--- src/rtl/gpio_irq.sv ---
// GPIO controller: per-pin output value/enable, synchronised inputs, atomic
// set/clear, and rising/falling edge interrupts with write-1-to-clear status.
module gpio_irq #(
  parameter int IO_CH       = 16,
  parameter int DATA_W      = 32,
  parameter int SYNC_STAGES = 2,
  parameter int ADDR_W      = 3
) (
  input  logic              clk,
  input  logic              reset,
  input  logic              cs_,
  input  logic              as_,
  input  logic              rw,
  input  logic [ADDR_W-1:0] addr,
  input  logic [DATA_W-1:0] wr_data,
  output logic [DATA_W-1:0] rd_data,
  output logic              rdy_,
  input  logic [IO_CH-1:0]  gpio_in,
  output logic [IO_CH-1:0]  gpio_out,
  output logic [IO_CH-1:0]  gpio_oe,
  output logic              irq
);

  localparam logic [ADDR_W-1:0] REG_DATA = ADDR_W'(0);
  localparam logic [ADDR_W-1:0] REG_DIR  = ADDR_W'(1);
  localparam logic [ADDR_W-1:0] REG_SET  = ADDR_W'(2);
  localparam logic [ADDR_W-1:0] REG_CLR  = ADDR_W'(3);
  localparam logic [ADDR_W-1:0] REG_RISE = ADDR_W'(4);
  localparam logic [ADDR_W-1:0] REG_FALL = ADDR_W'(5);
  localparam logic [ADDR_W-1:0] REG_STAT = ADDR_W'(6);
  localparam logic [ADDR_W-1:0] REG_OUT  = ADDR_W'(7);

  logic [IO_CH-1:0] sync_q [SYNC_STAGES];
  logic [IO_CH-1:0] prev_q;
  logic [IO_CH-1:0] rise_en_q, fall_en_q, stat_q;
  logic [IO_CH-1:0] sync, rise, fall;
  logic [IO_CH-1:0] wr_bits, out_d, oe_d, rise_en_d, fall_en_d, w1c, stat_d;
  logic [DATA_W-1:0] rd_mux;
  logic              access, wr_en;

  // Bits above IO_CH have no storage; the full bus is tapped so none dangle.
  logic [DATA_W-1:0] unused_wr_data;
  assign unused_wr_data = wr_data;

  assign access  = !cs_ && !as_;
  assign wr_en   = access && !rw;
  assign wr_bits = wr_data[IO_CH-1:0];

  assign sync = sync_q[SYNC_STAGES-1];
  assign rise = sync & ~prev_q & rise_en_q;
  assign fall = ~sync & prev_q & fall_en_q;

  // NOTE: every variable gets a default at the top of the block so no path
  // leaves it unassigned and no latch is inferred.
  always_comb begin
    rd_mux = '0;
    unique case (addr)
      REG_DATA: rd_mux = DATA_W'(sync);
      REG_DIR:  rd_mux = DATA_W'(gpio_oe);
      REG_RISE: rd_mux = DATA_W'(rise_en_q);
      REG_FALL: rd_mux = DATA_W'(fall_en_q);
      REG_STAT: rd_mux = DATA_W'(stat_q);
      REG_OUT:  rd_mux = DATA_W'(gpio_out);
      default:  rd_mux = '0;
    endcase
  end

  always_comb begin
    out_d     = gpio_out;
    oe_d      = gpio_oe;
    rise_en_d = rise_en_q;
    fall_en_d = fall_en_q;
    w1c       = '0;
    if (wr_en) begin
      unique case (addr)
        REG_DATA: out_d     = wr_bits;
        REG_DIR:  oe_d      = wr_bits;
        REG_SET:  out_d     = gpio_out | wr_bits;
        REG_CLR:  out_d     = gpio_out & ~wr_bits;
        REG_RISE: rise_en_d = wr_bits;
        REG_FALL: fall_en_d = wr_bits;
        REG_STAT: w1c       = wr_bits;
        default:  ;
      endcase
    end
    // A fresh edge outranks a simultaneous clear of the same bit.
    stat_d = (stat_q & ~w1c) | rise | fall;
  end

  // NOTE: sequential state uses non-blocking assignments so every flop samples
  // pre-edge values regardless of statement order.
  always_ff @(posedge clk) begin
    if (reset) begin
      // NOTE: the synchroniser array is reset too, so no phantom edge can be
      // seen against a cleared prev flop when reset releases.
      for (int i = 0; i < SYNC_STAGES; i++) sync_q[i] <= '0;
      prev_q    <= '0;
      gpio_out  <= '0;
      gpio_oe   <= '0;
      rise_en_q <= '0;
      fall_en_q <= '0;
      stat_q    <= '0;
      irq       <= 1'b0;
      rdy_      <= 1'b1;
      rd_data   <= '0;
    end else begin
      sync_q[0] <= gpio_in;
      for (int i = 1; i < SYNC_STAGES; i++) sync_q[i] <= sync_q[i-1];
      prev_q    <= sync;
      gpio_out  <= out_d;
      gpio_oe   <= oe_d;
      rise_en_q <= rise_en_d;
      fall_en_q <= fall_en_d;
      stat_q    <= stat_d;
      irq       <= |stat_d;
      rdy_      <= !access;
      rd_data   <= (access && rw) ? rd_mux : '0;
    end
  end

endmodule
--- config.mk ---
export PLATFORM = sky130hd
export DESIGN_NAME = gpio_irq
export DESIGN_NICKNAME = d
export VERILOG_FILES = /design/src/rtl/gpio_irq.sv
export SDC_FILE = /design/constraint.sdc
export NUM_CORES = 1
export LEC_CHECK = 0
export BUFFER_PORTS_ARGS = -buffer_cell sky130_fd_sc_hd__buf_2
export CORE_AREA = 2 2 134 136
export CTS_BUF_LIST = sky130_fd_sc_hd__clkbuf_8
export DETAILED_ROUTE_END_ITERATION = 6
export DIE_AREA = 0 0 136 138
export SYNTH_ARGS = -nofsm -noshare
export SYNTH_HDL_FRONTEND = slang
export SYNTH_SLANG_ARGS = --single-unit
--- constraint.sdc ---
create_clock -name clk -period 3.3 [get_ports clk]
set_clock_uncertainty 0.1 [all_clocks]
set_input_delay 0.66 -clock clk [delete_from_list [all_inputs] [get_ports clk]]
set_output_delay 0.66 -clock clk [all_outputs]
set_load 0.005 [all_outputs]
# Yosys cells after proc, flatten, opt, wreduce, memory -nomap -nowiden
# Memories as Yosys holds them, arrays and structs flattened.
# Cells that the tools add are included.
[op_classes]
n_eq_ne = 7
muxes = 9
bitwise_logic = 16
reduce_logical = 15
[ops]
columns = ["cell", "n"]
rows = [
  ["$and 16x16->16", 6],
  ["$pmux 16 s6", 1],
  ["$mux 16", 4],
  ["$not 16->16", 4],
  ["$or 16x16->16", 3],
  ["$pmux 16 s3", 1],
  ["$reduce_or 16->1", 1],
  ["$eq 3x3->1 const B", 4],
  ["$reduce_and 2->1", 4],
  ["$eq 3x2->1 const B", 2],
  ["$logic_not 1->1", 4],
  ["$eq 3x1->1 const B", 1],
  ["$logic_and 1x1->1", 3],
  ["$logic_not 3->1", 1],
  ["$mux 1", 3],
  ["$reduce_bool 3->1", 1],
  ["$or 1x1->1", 2],
  ["$reduce_or 2->1", 1],
  ["$not 1->1", 1],
]
[word_totals]
reg_bits = 130
mem_bits_rw = 32
output_inout_bits = 66
elab_cells = 57
n_memories = 1
[memory_table]
columns = ["memory", "words", "width", "rd", "rd_clocked_by_memory_dff", "write_ports", "line_no", "text"]
rows = [
  ["sync_q", 2, 16, 2, 0, 2, "33", "logic [IO_CH-1:0] sync_q [SYNC_STAGES];"],
]

# Longest topological paths before layout
[logic_depth]
ltp_word = 9
ltp_mapped = 8

# Worst setup path before layout
# Ideal clock, no wire load.
[synth_timing]
kind = "input port to flip-flop"
startpoint = "in addr[1]"
endpoint = "reg rd_data[9]"
setup_time_ps = 124
arrival_ps = 1747
t_required_ps = 3076
slack_ps = 1329
stages = 7
path_buffers = 2
path_cell_list = "buf_4 inv_1 buf_4 nor2_1 a221o_1 a222oi_1 nor2_1"
[synth_between]
elab_chain_cells = 2
elab_cells_between_ends = 7
classes_between = "5 x eq/ne; 1 x mux; 1 x reduce/logical"
[synth_lines]
columns = ["item", "line_no", "text"]
rows = [
  ["start: declaration", "14", "input logic [ADDR_W-1:0] addr,"],
  ["$eq 3x3->1 (tied with other cells)", "57", "unique case (addr)"],
  ["$pmux 16 s6 *", "57", ""],
  ["end signal: assignment", "117", "rd_data <= (access && rw) ? rd_mux : '0;"],
  ["end: declaration", "16", "output logic [DATA_W-1:0] rd_data,"],
]
# Every way passes the cells marked *; elsewhere a longest branch is shown, timed or not.
# A chain may end at the register's enable or synchronous reset.

# Final worst setup path
[layout_timing]
startpoint = "in addr[0]"
endpoint = "reg rd_data[3]"
# Same word-level chain as after synthesis.

==> impl_metrics.yaml <==
run_status:
  status: "finished clean"
route:
  drt_iter0_drc: 492
  viasPerCell: 4.948
  wl_per_cell_um: 16.49
  num_vias: 5106
  final_antenna_net_count: 0
  wl_um: 17020
  drcViolationCount: 0
  dr.pass1.iters: 5
critical_path:
  cp_slowest_cell: "buf_2"
  cp_cell_sequence: "buf_2 > buf_4 > mux2_2 > a22oi_1 > nor2_1 > a221oi_1 > nor2_1"
  crit_type: "in -> reg"
  r2r_end: "irq$_SDFF_PP0_"
  endpoint_kind: "flop"
  cp_top_family: "buffers and inverters"
  cp_num_buf_inv: 2
  worstSetupStartpoint: "addr[0]"
  critPathRequiredTime_ns: 3.54
  start_kind: "input pin"
  crit_top_cell: "nor2_1"
  rrSetupSlack_ns: 1.62
  critPathMaxFanout: 23
  cp.arrival_ns: 2.41
  slowest_delay_ns: 0.40
  r2r_cells: 5
  r2r_start: "stat_q[12]$_SDFF_PP0_"
grt:
  grt-ovfl-total: 0
  grt_pass1_vias: 4640
  grt_max_degree: 49
  antenna_found_initial: 0
  grt_usage_pct: 18.30
  grt_first_pass_wirelength_um: 26110
finish:
  multi_input_area_um2: 2656
  syn_to_final_growth_pct: 19.20
  nFillCells: 1850
  finalNetCount: 846
  drive_gt1_share_pct: 21.17
  fin_util_pct: 40.63
  seq_area_um2: 2923
  num_antenna_cells: 0
cts:
  h-tree-depth: 4
  clk_latency_ns: 0.46
  numClockSinks: 146
  cts_root_buf: "clkbuf_8"
  holdBufCountCts: 0
  cts_tree: "yes"
  post-cts-setup-buffers: 0
  cts_resized: 0
  cts_buffers: 17
  clkTransAtPathRegs_ns: 0.08
  clock_path_buffers: 2
logic_synthesis:
  ys_async_sr_fraction_pct: 0
  avgSynthCellArea_um2: 8.551
  yosysSeqAreaShare_pct: 48.90
  netlist_instances: 699
  synth_ff_type: "dfxtp_1"
  synth_edf_count: 0
  synth_seq_cells: 146
  yosys_warnings: 0
  syn_area_um2: 5977
  ys_types: 43
floorplanning:
  initial_core_util_pct: 34.09
  coreArea_um2: 17530
  die-height_um: 138
  io_pins: 122
  rows: 49
  die_w_um: 136
  dieArea_um2: 18770
timing:
  tightest_slew_ns: 0.5625
  min_period_ns: 2.171
  finalSetupTns_ns: 0
  period_share_pct: 65.78
  finalWorstSetupSlack_ns: 1.129
  max_freq_mhz: 460.7
  hold_viol: 0
  max_slew_margin_pct: 62.30
  finalSetupViolCount: 0
  grt_setup_unrepaired: "false"
  finalMaxSlewViolations: 0
flow_run:
  max_cap_violations: 0
place:
  gp_congestion: 0.8454
  place_ws_ns: 0.6865
  io_buffers: 89
  dp_hpwl_um: 11790
pwr:
  power_density_nw_per_um2: 504.2
  power_leakage_nw: 2.753
  vdd_drop_max_uv: 273.8
min_path:
  worstHoldStart: "gpio_in[5]"
  hold_depth: 2
  hold-path-endpoint: "sync_q[0][5]$_SDFF_PP0_"
  hold_path_class: "in -> reg"
[layout make-up]
type | count | share of cell area [%]
flip-flops and latches | 146 | 41.03
inverters | 26 | 1.370
multi-input cells | 478 | 37.28
repair buffers | 121 | 10.01
clock buffers | 21 | 4.057
clock inverters | 11 | 2.230
well taps | 229 | 4.022
[cell families (layout without fill, tap and decap cells)]
logic type             after synthesis  after routing  share of synthesized area, %
muxes                               21             21                         3.998
buffers and inverters               90            179                         7.704
other                                1             16                       0.06274
and+or+nand+nor                    282            282                         22.59
DFF                                146            146                         48.90
AOI/OAI and AO/OA                  159            159                         16.75
[cells in the mapped netlist (2+ instances only)]
cell type / count / area share, %
mux2_2: 13 / 2.4
nand3b_1: 17 / 2.1
buf_4: 19 / 2.4
a22o_1: 7 / 1.0
a31oi_1: 17 / 1.8
a211oi_1: 14 / 1.8
a222oi_1: 4 / 0.67
nor2_1: 53 / 3.3
o221ai_1: 11 / 1.6
a22oi_1: 11 / 1.4
nor4_1: 4 / 0.42
a221oi_1: 6 / 0.88
nor2b_1: 50 / 5.2
clkbuf_2: 3 / 0.25
nor3_1: 2 / 0.17
nand2_1: 127 / 8.0
o21ai_0: 15 / 1.3
a21oi_1: 70 / 5.9
nand3_1: 11 / 0.92
and2_1: 3 / 0.31
inv_1: 26 / 1.6
clkbuf_1: 24 / 1.5
buf_2: 14 / 1.2
buf_6: 4 / 0.75
and3_1: 5 / 0.52
mux2i_1: 7 / 1.2
dfxtp_1: 146 / 49
[worst reg2reg max path, cell delays in order, from the launching register on]
cell and delay, ns:
dfxtp_1 0.35, nor4_1 0.35, a22oi_1 0.15, nor4_1 0.19, and4_1 0.25, a31oi_1 0.14
[cell usage in the layout (no fill, tap or decap), types with 2 or more instances in the layout]
master     instances
a211oi_1          14
and3_1             5
nand3b_1          17
inv_1             28
conb_1            16
buf_12             2
a22o_1             7
o221ai_1          11
clkbuf_8          21
bufinv_16          4
buf_4             31
and2_1             3
a221oi_1           6
buf_2             88
nand3_1           11
o21ai_0           15
mux2i_1            7
a31oi_1           17
clkinv_2           3
a21oi_1           70
a22oi_1           11
nor3_1             2
nor2_1            53
a222oi_1           4
nor2b_1           50
nor4_1             4
dfxtp_1          146
nand2_1          127
mux2_2            13
[per-layer routing]
layer	vias up	part of all wire, %	global-route usage, %
met5	-	0	0
met4	0	2.6	8.662
met3	36	6.9	4.950
met2	172	43	25.95
met1	2364	47	25.62
li1	2534	-	-
[per-stage QoR]
| stage | hold WS, ns | power [mW] | area, um2 | instances |
|---|---|---|---|---|
| global placement | 0.3233 | 2.065 | 6676 | 1000 |
| floorplan | 0.3138 | 1.979 | 6033 | 714 |
| detailed placement | 0.3245 | 2.067 | 6676 | 1000 |
| finish | 0.3010 | 3.592 | 7124 | 1032 |
| global route | 0.2849 | 3.718 | 7124 | 1032 |
| CTS | 0.2735 | 3.625 | 7124 | 1032 |
[registers in the layout, summed over array words and instances (netlist names)]
register and count:
prev_q 16, rd_data 16, gpio_out 16, stat_q 16, sync_q 32, fall_en_q 16
rdy_ 1, irq 1, gpio_oe 16, rise_en_q 16
[report_power, final]
part / switching (mW) / internal, mW / leakage, nW
Sequential: 0.0223 / 1.79 / 1.19
Combinational: 0.135 / 0.0759 / 1.33
Clock: 0.669 / 0.896 / 0.234
Total: 0.826 / 2.77 / 2.75
[how the worst max path moves through the flow]
stage,endpoint,cells past startpoint
after floorplan,rd_data[9]$_SDFF_PP0_,7
after global placement,rd_data[3]$_SDFF_PP0_,7
after detailed placement,rd_data[3]$_SDFF_PP0_,7
after CTS,rd_data[3]$_SDFF_PP0_,7
after global routing,rd_data[3]$_SDFF_PP0_,7
final,rd_data[3]$_SDFF_PP0_,7
No activity file was read; power rests on OpenSTA's default activity.
